**src/rtl/mem_pkg.sv**
```systemverilog
// rtl/mem_pkg.sv - shared widths, latency, FSM encodings and requester ids for mem_arbiter
package mem_pkg;

    localparam int ADDR_W  = 15;
    localparam int DATA_W  = 3;
    localparam int MEM_LAT = 1;

    localparam int REQ_DRAW = 0;
    localparam int REQ_DISP = 1;

    typedef enum logic [1:0] {
        ST_IDLE = 2'd0,
        ST_OWN0 = 2'd1,
        ST_OWN1 = 2'd2
    } state_e;

endpackage

```
**src/rtl/rd_tag_pipe.sv**
```systemverilog
// rtl/rd_tag_pipe.sv - DEPTH-stage shift register carrying {valid, id} of issued reads
module rd_tag_pipe #(
    parameter int DEPTH = 2
) (
    input  logic clk,
    input  logic rst_n,
    input  logic in_valid,
    input  logic in_id,
    output logic out_valid,
    output logic out_id
);

    logic [DEPTH-1:0] valid_q, valid_d;
    logic [DEPTH-1:0] id_q, id_d;

    always_comb begin
        valid_d    = valid_q;
        id_d       = id_q;
        valid_d[0] = in_valid;
        id_d[0]    = in_id;
        for (int i = 1; i < DEPTH; i++) begin
            valid_d[i] = valid_q[i-1];
            id_d[i]    = id_q[i-1];
        end
    end

    always_ff @(posedge clk or negedge rst_n) begin
        if (!rst_n) begin
            valid_q <= '0;
            id_q    <= '0;
        end else begin
            valid_q <= valid_d;
            id_q    <= id_d;
        end
    end

    assign out_valid = valid_q[DEPTH-1];
    assign out_id    = id_q[DEPTH-1];

endmodule

```
**src/rtl/mem_arbiter.sv**
```systemverilog
// rtl/mem_arbiter.sv - draw/display arbiter driving the BRAM command bus with tagged read return
// Build option MEM_ARB_FIXED_PRIO_EN: display always wins, draw lock ignored, no RR pointer.
module mem_arbiter #(
    parameter int ADDR_W  = mem_pkg::ADDR_W,
    parameter int DATA_W  = mem_pkg::DATA_W,
    parameter int MEM_LAT = mem_pkg::MEM_LAT
) (
    input  logic              iClk,
    input  logic              iResetn,
    input  logic [1:0]        iReq,
    input  logic [1:0]        iWe,
    input  logic [1:0]        iLock,
    input  logic [1:0]        iBank,
    input  logic [ADDR_W-1:0] iAddr0,
    input  logic [ADDR_W-1:0] iAddr1,
    input  logic [DATA_W-1:0] iWdata0,
    input  logic [DATA_W-1:0] iWdata1,
    output logic [1:0]        oGnt,
    output logic [1:0]        oRdValid,
    output logic [DATA_W-1:0] oRdData,
    output logic [ADDR_W-1:0] oMemAddr,
    output logic [DATA_W-1:0] oMemData,
    output logic              oMemWren,
    output logic              oMemCs,
    input  logic [DATA_W-1:0] iMemQ
);
    import mem_pkg::*;

    state_e            state_q, state_d;
    logic [1:0]        lock_eff, idle_gnt, gnt_raw, gnt;
    logic              use_idle, gnt_any, gnt_id, we_sel;
    logic [ADDR_W-1:0] addr_q, addr_d;
    logic [DATA_W-1:0] data_q, data_d, rd_data_q, rd_data_d;
    logic              wren_q, wren_d, cs_q, cs_d;
    logic [1:0]        rd_valid_q, rd_valid_d;
    logic              tag_valid, tag_id;
`ifndef MEM_ARB_FIXED_PRIO_EN
    // Holds the requester preferred in the next contest, i.e. the one not served last.
    logic              rr_q, rr_d;
`endif

    always_comb begin
        lock_eff = iLock;
        idle_gnt = 2'b00;
`ifdef MEM_ARB_FIXED_PRIO_EN
        lock_eff[REQ_DRAW] = 1'b0;
        if (iReq[REQ_DISP])      idle_gnt = 2'b10;
        else if (iReq[REQ_DRAW]) idle_gnt = 2'b01;
`else
        if (&iReq) idle_gnt = rr_q ? 2'b10 : 2'b01;
        else       idle_gnt = iReq;
`endif
        use_idle = 1'b1;
        gnt_raw  = 2'b00;
        state_d  = ST_IDLE;
        case (state_q)
            ST_OWN0: if (iReq[0]) begin
                use_idle = 1'b0;
                gnt_raw  = 2'b01;
                state_d  = lock_eff[0] ? ST_OWN0 : ST_IDLE;
            end
            ST_OWN1: if (iReq[1]) begin
                use_idle = 1'b0;
                gnt_raw  = 2'b10;
                state_d  = lock_eff[1] ? ST_OWN1 : ST_IDLE;
            end
            default: use_idle = 1'b1;
        endcase
        // An owner that dropped its request frees the bus in the same cycle.
        if (use_idle) begin
            gnt_raw = idle_gnt;
            if (gnt_raw[0] && lock_eff[0])      state_d = ST_OWN0;
            else if (gnt_raw[1] && lock_eff[1]) state_d = ST_OWN1;
        end
        gnt = gnt_raw & {2{iResetn}};
`ifndef MEM_ARB_FIXED_PRIO_EN
        rr_d = gnt[1] ? 1'b0 : (gnt[0] ? 1'b1 : rr_q);
`endif
    end

    always_comb begin
        gnt_any = |gnt;
        gnt_id  = gnt[REQ_DISP];
        we_sel  = gnt_id ? iWe[1] : iWe[0];
        addr_d  = addr_q;
        data_d  = data_q;
        cs_d    = cs_q;
        wren_d  = gnt_any & we_sel;
        if (gnt_any) begin
            addr_d = gnt_id ? iAddr1 : iAddr0;
            data_d = gnt_id ? iWdata1 : iWdata0;
            cs_d   = gnt_id ? iBank[1] : iBank[0];
        end
        rd_valid_d = 2'b00;
        if (tag_valid) rd_valid_d[tag_id] = 1'b1;
        rd_data_d = iMemQ;
    end

    rd_tag_pipe #(
        .DEPTH(MEM_LAT + 1)
    ) u_rd_tag_pipe (
        .clk      (iClk),
        .rst_n    (iResetn),
        .in_valid (gnt_any & ~we_sel),
        .in_id    (gnt_id),
        .out_valid(tag_valid),
        .out_id   (tag_id)
    );

    always_ff @(posedge iClk or negedge iResetn) begin
        if (!iResetn) begin
            state_q    <= ST_IDLE;
            addr_q     <= '0;
            data_q     <= '0;
            wren_q     <= 1'b0;
            cs_q       <= 1'b0;
            rd_valid_q <= 2'b00;
            rd_data_q  <= '0;
`ifndef MEM_ARB_FIXED_PRIO_EN
            rr_q       <= 1'b0;
`endif
        end else begin
            state_q    <= state_d;
            addr_q     <= addr_d;
            data_q     <= data_d;
            wren_q     <= wren_d;
            cs_q       <= cs_d;
            rd_valid_q <= rd_valid_d;
            rd_data_q  <= rd_data_d;
`ifndef MEM_ARB_FIXED_PRIO_EN
            rr_q       <= rr_d;
`endif
        end
    end

    assign oGnt     = gnt;
    assign oRdValid = rd_valid_q;
    assign oRdData  = rd_data_q;
    assign oMemAddr = addr_q;
    assign oMemData = data_q;
    assign oMemWren = wren_q;
    assign oMemCs   = cs_q;

endmodule

```
**config.mk**
```make
export PLATFORM = sky130hd
export DESIGN_NAME = mem_arbiter
export DESIGN_NICKNAME = d
export VERILOG_FILES = /design/src/rtl/mem_pkg.sv /design/src/rtl/rd_tag_pipe.sv /design/src/rtl/mem_arbiter.sv
export SDC_FILE = /design/constraint.sdc
export NUM_CORES = 1
export LEC_CHECK = 0
export ABC_AREA = 1
export CORE_MARGIN = 1
export CORE_UTILIZATION = 45
export DETAILED_ROUTE_END_ITERATION = 16
export DONT_BUFFER_PORTS = 1
export GPL_TIMING_DRIVEN = 0
export PLACE_DENSITY = 0.65
export SLEW_MARGIN = 10
export SYNTH_ARGS = -nofsm -noshare
export SYNTH_HDL_FRONTEND = slang
export SYNTH_SLANG_ARGS = --single-unit
```
**constraint.sdc**
```tcl
create_clock -name iClk -period 2.2 [get_ports iClk]
set_input_delay 0.33 -clock iClk [delete_from_list [all_inputs] [get_ports iClk]]
set_output_delay 0.33 -clock iClk [all_outputs]
set_load 0.05 [all_outputs]
```
Yosys cells after proc, flatten, opt, wreduce, memory -nomap -nowiden
Cells that the tools add are included.

Output and inout port bits: 27. Bits of input ports: 49. Bits in registers: 32. Logic and storage cells: 50.

Muxes and demuxes: 26. Magnitude comparators: 2. Equal/unequal tests: 2. Bitwise logic cells: 4. Reductions and logical operators: 6.

Operators with widths (number): $mux W2 (10); $mux W15 (1); $mux W1 (10); $pmux W2 S2 (2); $logic_and A1 B1 Y1 (3); $mux W3 (1); $and A1 B1 Y1 (2); $and A2 B2 Y2 (1); $eq A2 B1 Y1 const B (1); $eq A2 B2 Y1 const B (1); $lt A1 B2 Y1 const B (1); $pmux W1 S2 (1); $reduce_and A2 Y1 (1); $reduce_bool A2 Y1 (1); $reduce_or A2 Y1 (1); $demux W1 S1 (1); $ge A1 B1 Y1 const B (1); $not A1 Y1 (1).

Depth between registers and ports, before layout
Gate-level depths: netlist (run 1).

Depth in word-level cells: 7. Mapped depth: 11. Mapped depth without buffers: 9.

Modules after synthesis
A second synthesis (run 1) with hierarchy kept.

Cells, all modules: 230. Area total of the unflattened synthesis: 1750.4 µm².

Modules (own cells, without submodules): mem_arbiter (cells each 226, area an instance 1650.3 µm², seq. area each 700.7 µm², instances 1); rd_tag_pipe (cells each 4, area an instance 100.1 µm², seq. area each 100.1 µm², instances 1).

Least setup slack after synthesis (run 1)
No wires, ideal clock.

Kind: register -> output. Start: register state_q[0]. End: output oGnt[1]. Arrival: 1.471 ns. Stages on the path, launching flop included: 10. Slack: 0.399 ns. Path buffers: 2. Required time: 1.870 ns. Cells stage by stage: dfrtp_1 inv_1 ha_1 inv_2 nand3_2 nand2_2 nand3_4 buf_4 inv_2 buf_4.

Cells in the longest elaborated chain, start to end: 4. Elaborated cells on any way between the ends: 6. Those cells by class: eq/ne (2); mux (3); bitwise (1).

Ends and longest elaborated chain: from (decl) (line mem_arbiter.sv:29) `state_e state_q, state_d;`; from (signal assigned) (line mem_arbiter.sv:123) `state_q <= state_d;`; $eq A2 B2 Y1 / $eq A2 B1 Y1 (equally long branches) (line mem_arbiter.sv:56) `case (state_q)`; $pmux W2 S2 / $pmux W1 S2 (equally long branches) (line mem_arbiter.sv:56); $mux W2 (*) (line mem_arbiter.sv:70) `if (use_idle) begin`; $and A2 B2 Y2 (*) (line mem_arbiter.sv:75) `gnt = gnt_raw & {2{iResetn}};`; to (decl) (line mem_arbiter.sv:18) `output logic [1:0] oGnt,`.

Mark *: on every way between the ends. The rest lies on a longest branch, timed or not.

Final worst setup path (run 1)
Ends and elaborated chain as after synthesis.

==> metrics.txt, run 1 <==
cell area after synthesis between 1500 and 2000 um^2; gr ovfl total 0; asr flop ratio synth 100%; Boundary Pins 76; Core Area 3720 um^2; Global Route Usage Sum 21.9%; leading cell type in the layout, fill and taps excluded nand2_1; unrepaired setup endpoints after global routing false; most frequent cells in the layout nand2_1, nand3_1, dfrtp_1; cell area after placement 1830 um^2; Final Hold Viols 0; Max Freq between 400 and 500 MHz; skew final 0.00294 ns; post-synthesis sequential area ratio 45.3%; clock buffer depth 2; first-pass GRT wire length ~6800 um; Starting DRT DRC Count 82; Slew HR 66.3%; setup TNS 0 ns; Ys Warns 0; critical path required time roughly 1.9 ns; Worst Tran Pin Value 0.505 ns; share of cells above drive strength 1 16.7%; post-route ant nets 0; number of nets in the layout 296; vias in the first global route 1,369; count of pins over their slew limit 0; DRT Pass-1 Iters 4; CTS tree built; PortBufs 0; CP arrival about 1.8 ns; Post-Syn Nets approximately 280; largest net degree at the start of global routing 33; Avg Synthesized Cell Area between 7 and 8 um^2; Die Span Y about 65 um; Avg WL per Cell 14.1 um; antenna violations before repair 0; Synth Register Bits 32; n_diodes 0; worst min path class primary input to register; # fillers 384; DRT Wirelength 4150 um; RePlAce Congestion 0.752; Layout area overhead 14.0%; vias after detailed routing 1,509; CP endpoint kind primary output; power density cells 1520 nW/um^2; CTS Buf Count 5; EDFF count, synth 0; die area 4180 um^2; Worst-path clk slew approximately 0.07 ns; FP Rows 22; H-tree Lvls 2; outcome complete, no violations; critical path type register to primary output; CP Max Fanout 9; Cells after Synth roughly 230; Design Area, Final 2020 um^2; final setup violation count 0; Synth Flop Type dfrtp_1; Startpoint Class register; HPWL Detailed ~2800 um; Max Cap Viol 0; static leakage 0.00111 uW; Final min period roughly 2.1 ns; Yosys cell types 21; Worst-Skew Late Latency 0.29 ns; Via density 5.13; Sink Count 32; die span in x between 60 and 70 um; starting density of the core 47.6%; crit share post-route 94.4%; Remaining DRCs 0; Peak VDD IR 0.687 mV; CTS root buffer clkbuf_8
## power by group
| part | internal [uW] | switching, uW | leakage [uW] |
|---|---|---|---|
| combinational | 325 | 521 | 0.000670 |
| sequential | 803 | 856 | 0.000390 |
| clock | 335 | 226 | 0.0000541 |
| total | 1460 | 1600 | 0.00111 |
## layer usage
metal,global-route usage [%],routed length (um),vias to the layer above,share of wire (%)
met5,0,0,-,0
li1,-,-,769,-
met4,8.89,91,0,2.2
met3,7.92,315,11,7.6
met2,30.9,1880,51,45
met1,30.0,1860,678,45
## cell usage after synthesis, types with 2 or more instances
cell       n  area share [%]
nand2_1   69              15
nand3_1   40              11
dfrtp_1   32              45
inv_1     28             5.9
nand4_1   23             8.1
buf_2      6             1.7
buf_4      6             2.5
inv_2      6             1.3
nor2_1     4            0.85
buf_6      2             1.3
clkbuf_1   2            0.42
ha_1       2             1.4
nand2_2    2            0.71
o21ai_0    2            0.57
## critical path: stages, from the launching register on
cell and delay [ns]:
dfrtp_1 0.36, inv_1 0.05, ha_1 0.32, inv_2 0.07, buf_4 0.13, o211ai_2 0.11, nand3_4 0.17, inv_2 0.10
buf_6 0.15
## logic make-up after synthesis
group	Yosys count	share of synthesized area, %
buffers and inverters	51	13.4
DFF	32	45.3
and+or+nand+nor	140	37.2
AOI/OAI and AO/OA	6	2.69
adders and majority gates	2	1.42
## timing repair
action,4_1_cts,5_1_grt
hold buffers,2,0
hold endpoints to repair,32,0
setup endpoints to repair,1,1
buffers inserted,0,6
pin swaps,0,1
resized for setup,2,0
## final timing paths
| kind | start | to | slack, ns | cells after the start |
|---|---|---|---|---|
| setup / recovery | state_q[0]$_DFF_PN0_ | oGnt[1] | 0.12 | 8 |
| hold reg to reg | u_rd_tag_pipe.id_q[0]$_DFF_PN0_ | u_rd_tag_pipe.id_q[1]$_DFF_PN0_ | 0.35 | 0 |
| max in group asynchronous | iResetn | oMemAddr[13]$_DFFE_PN0P_ | 1.54 | 2 |
| min in group asynchronous | iResetn | state_q[0]$_DFF_PN0_ | 0.49 | 2 |
| setup reg to reg | state_q[0]$_DFF_PN0_ | oMemData[1]$_DFFE_PN0P_ | 0.44 | 8 |
| hold / removal | iMemQ[2] | oRdData[2]$_DFF_PN0_ | 0.07 | 0 |
## registers in the layout (all words and copies together) (netlist names)
signal	count
oMemAddr	15
oMemCs	1
oMemData	3
oMemWren	1
oRdData	3
oRdValid	2
rr_q	1
state_q	2
u_rd_tag_pipe.id_q	2
u_rd_tag_pipe.valid_q	2
## per-stage QoR
step,power (uW),worst slack (ns),utilization [%],hold WS [ns],std cells
6_report,3070,0.124,54.2,0.0665,294
2_1_floorplan,2270,0.399,-,0.0344,231
5_1_grt,3270,0.0109,54.2,0.0509,294
3_3_place_gp,2440,0.271,49.2,0.0352,279
4_1_cts,3050,0.0319,53.0,0.0552,288
3_5_place_dp,2460,0.244,49.2,0.0352,279
## layout make-up
cell class | count | area (um^2) | share of cell area [%]
Multi-Input combinational cell | 148 | 736 | 36.5
Inverter | 34 | 128 | 6.33
Buffer | 16 | 105 | 5.21
Tap cell | 48 | 60.1 | 2.98
Clock inverter | 3 | 42.5 | 2.11
Clock buffer | 5 | 68.8 | 3.41
Timing Repair Buffer | 8 | 75.1 | 3.72
Sequential cell | 32 | 801 | 39.7
No activity file was read; power rests on OpenSTA's default activity.
==> inputs of run 2 (changes only) <==
--- a/config.mk
+++ b/config.mk
@@ -11,7 +11,7 @@
 export DETAILED_ROUTE_END_ITERATION = 16
 export DONT_BUFFER_PORTS = 1
 export GPL_TIMING_DRIVEN = 0
-export PLACE_DENSITY = 0.65
+export PLACE_DENSITY_LB_ADDON = 0.15
 export SLEW_MARGIN = 10
 export SYNTH_ARGS = -nofsm -noshare
 export SYNTH_HDL_FRONTEND = slang
==> run 2 against run 1 <==
Compared with the run above: sequential share of layout area grew 0.40 points; critical path depth is the same; worst hold slack lost 0.00075 ns; utilization shrank 0.54 points; fmax grew 0.81%; non-clock buffer count shrank 2; global-route usage shrank 0.39 points; wire length grew 0.36%; die area is the same; total power shrank 0.71%; cell area shrank 0.99%; critical path type unchanged; critical endpoint unchanged; largest cell class unchanged.
==> metrics.txt, run 2 (same netlist as run 1, synthesis figures left out) <==
outcome complete, no violations; static leakage 0.00110 uW; critical path type register to primary output; CP max stage delay roughly 0.35 ns; crit-path most repeated cell inv_2; Worst Tran Pin Value 0.501 ns; Worst-path clk slew 0.07 ns; antenna violations before repair 0; Remaining DRCs 0; Slew HR roughly 67%; final setup violation count 0; Slowest cell on crit path dfrtp_1; leading cell type in the layout, fill and taps excluded nand2_1; Max Cap Viol 0; CTS root buffer clkbuf_8; Core Area 3720 um^2; largest net degree at the start of global routing 33; die span in x between 60 and 70 um; Top delay family on crit path buffers and inverters; vias after detailed routing 1,537; hold path start iMemQ[0]; # fillers ~370; RePlAce Congestion 0.800; HPWL Detailed 2840 um; FP Rows 22; vias in the first global route 1,464; first-pass GRT wire length 6760 um; power density cells 1530 nW/um^2; clock buffer depth 2; CP arrival roughly 1.7 ns; Global Route Usage Sum 21.5%; die area 4180 um^2; DRT Wirelength around 4200 um; Sink Count 32; Worst-Skew Late Latency 0.29 ns; PortBufs 0; Die Span Y between 60 and 70 um; Crit. Startpoint state_q[0]$_DFF_PN0_; CTS Buf Count 5; FF-to-FF Start state_q[0]$_DFF_PN0_; Max Freq about 490 MHz; critical path required time approximately 1.9 ns; setup TNS 0 ns; DRT Pass-1 Iters 4; Avg WL per Cell 14.2 um; starting density of the core 47.6%; n_diodes 0; Layout area overhead 12.9%; Peak VDD IR a little over 0.9 mV; H-tree Lvls 2; CTS tree built; Worst Path Buf+Inv 4; CP Max Fanout 8; Boundary Pins 76; skew final 0.00350 ns; worst min path class primary input to register; Via density 5.26; max FFs per register 15; Starting DRT DRC Count 83; post-route ant nets 0; share of cells above drive strength 1 16.0%; Critical Path, Cell by Cell inv_1 > ha_1 > inv_2 > nand3_2 > nand2_2 > nand3_4 > inv_2 > buf_6; most frequent cells in the layout nand2_1, nand3_1, dfrtp_1; CP endpoint kind primary output; count of pins over their slew limit 0; gr ovfl total 0; Startpoint Class register; crit share post-route between 90 and 100%; Final Hold Viols 0; number of nets in the layout between 200 and 300; final design utilization between 50% and 60%; Final min period between 2 and 2.5 ns; unrepaired setup endpoints after global routing false
==> run 2: per-layer routing <==
metal	GRT usage [%]	vias up	wire (um)
met5	0	-	0
li1	-	766	-
met3	6.34	8	274
met2	33.6	48	1950
met4	7.50	0	68
met1	28.2	715	1860
==> run 2: worst paths after layout <==
check                                                     end  slack [ns]  depth (start not counted)
max                                                   oGnt[1]        0.14                          8
min                                      oRdData[0]$_DFF_PN0_        0.07                          0
max reg2reg                          oMemAddr[11]$_DFFE_PN0P_        0.36                         10
min reg2reg                u_rd_tag_pipe.valid_q[1]$_DFF_PN0_        0.35                          0
max in group asynchronous               oRdValid[0]$_DFF_PN0_        1.53                          2
min in group asynchronous                    rr_q$_DFFE_PN0P_        0.49                          2
==> run 2: through the flow <==
stage | setup WS, ns | hold slack (ns) | power [uW] | area [um^2] | cells
5_1_grt | 0.0511 | 0.0569 | 3230 | 2000 | 292
6_report | 0.140 | 0.0657 | 3040 | 2000 | 292
3_3_place_gp | 0.271 | 0.0352 | 2440 | 1830 | 279
2_1_floorplan | 0.399 | 0.0344 | 2270 | 1770 | 231
3_5_place_dp | 0.265 | 0.0353 | 2460 | 1830 | 279
4_1_cts | 0.0368 | 0.0617 | 3040 | 1970 | 288
==> run 2: area by class of cell <==
| class | instances | area (um^2) | share of cell area (%) |
|---|---|---|---|
| plain buffers | 16 | 105 | 5.27 |
| clock buffers | 5 | 68.8 | 3.45 |
| clock inverters | 3 | 42.5 | 2.13 |
| inverters | 34 | 128 | 6.39 |
| multi-input cells | 148 | 731 | 36.6 |
| flip-flops and latches | 32 | 801 | 40.1 |
| well taps | 48 | 60.1 | 3.01 |
| repair buffers | 6 | 60.1 | 3.01 |
==> run 2: timing repair <==
action                                 in CTS  in global routing
gates resized for setup                     1                  0
setup buffers                               0                  4
pin swaps                                   0                  1
hold buffers                                2                  0
setup endpoints to repair                   1                  1
endpoints found under the hold margin      32                  0
==> run 2: report_power, final <==
group          internal (uW)  switching (uW)
Combinational            309             516
Clock                    335             225
Sequential               803             856
Total                   1450            1600
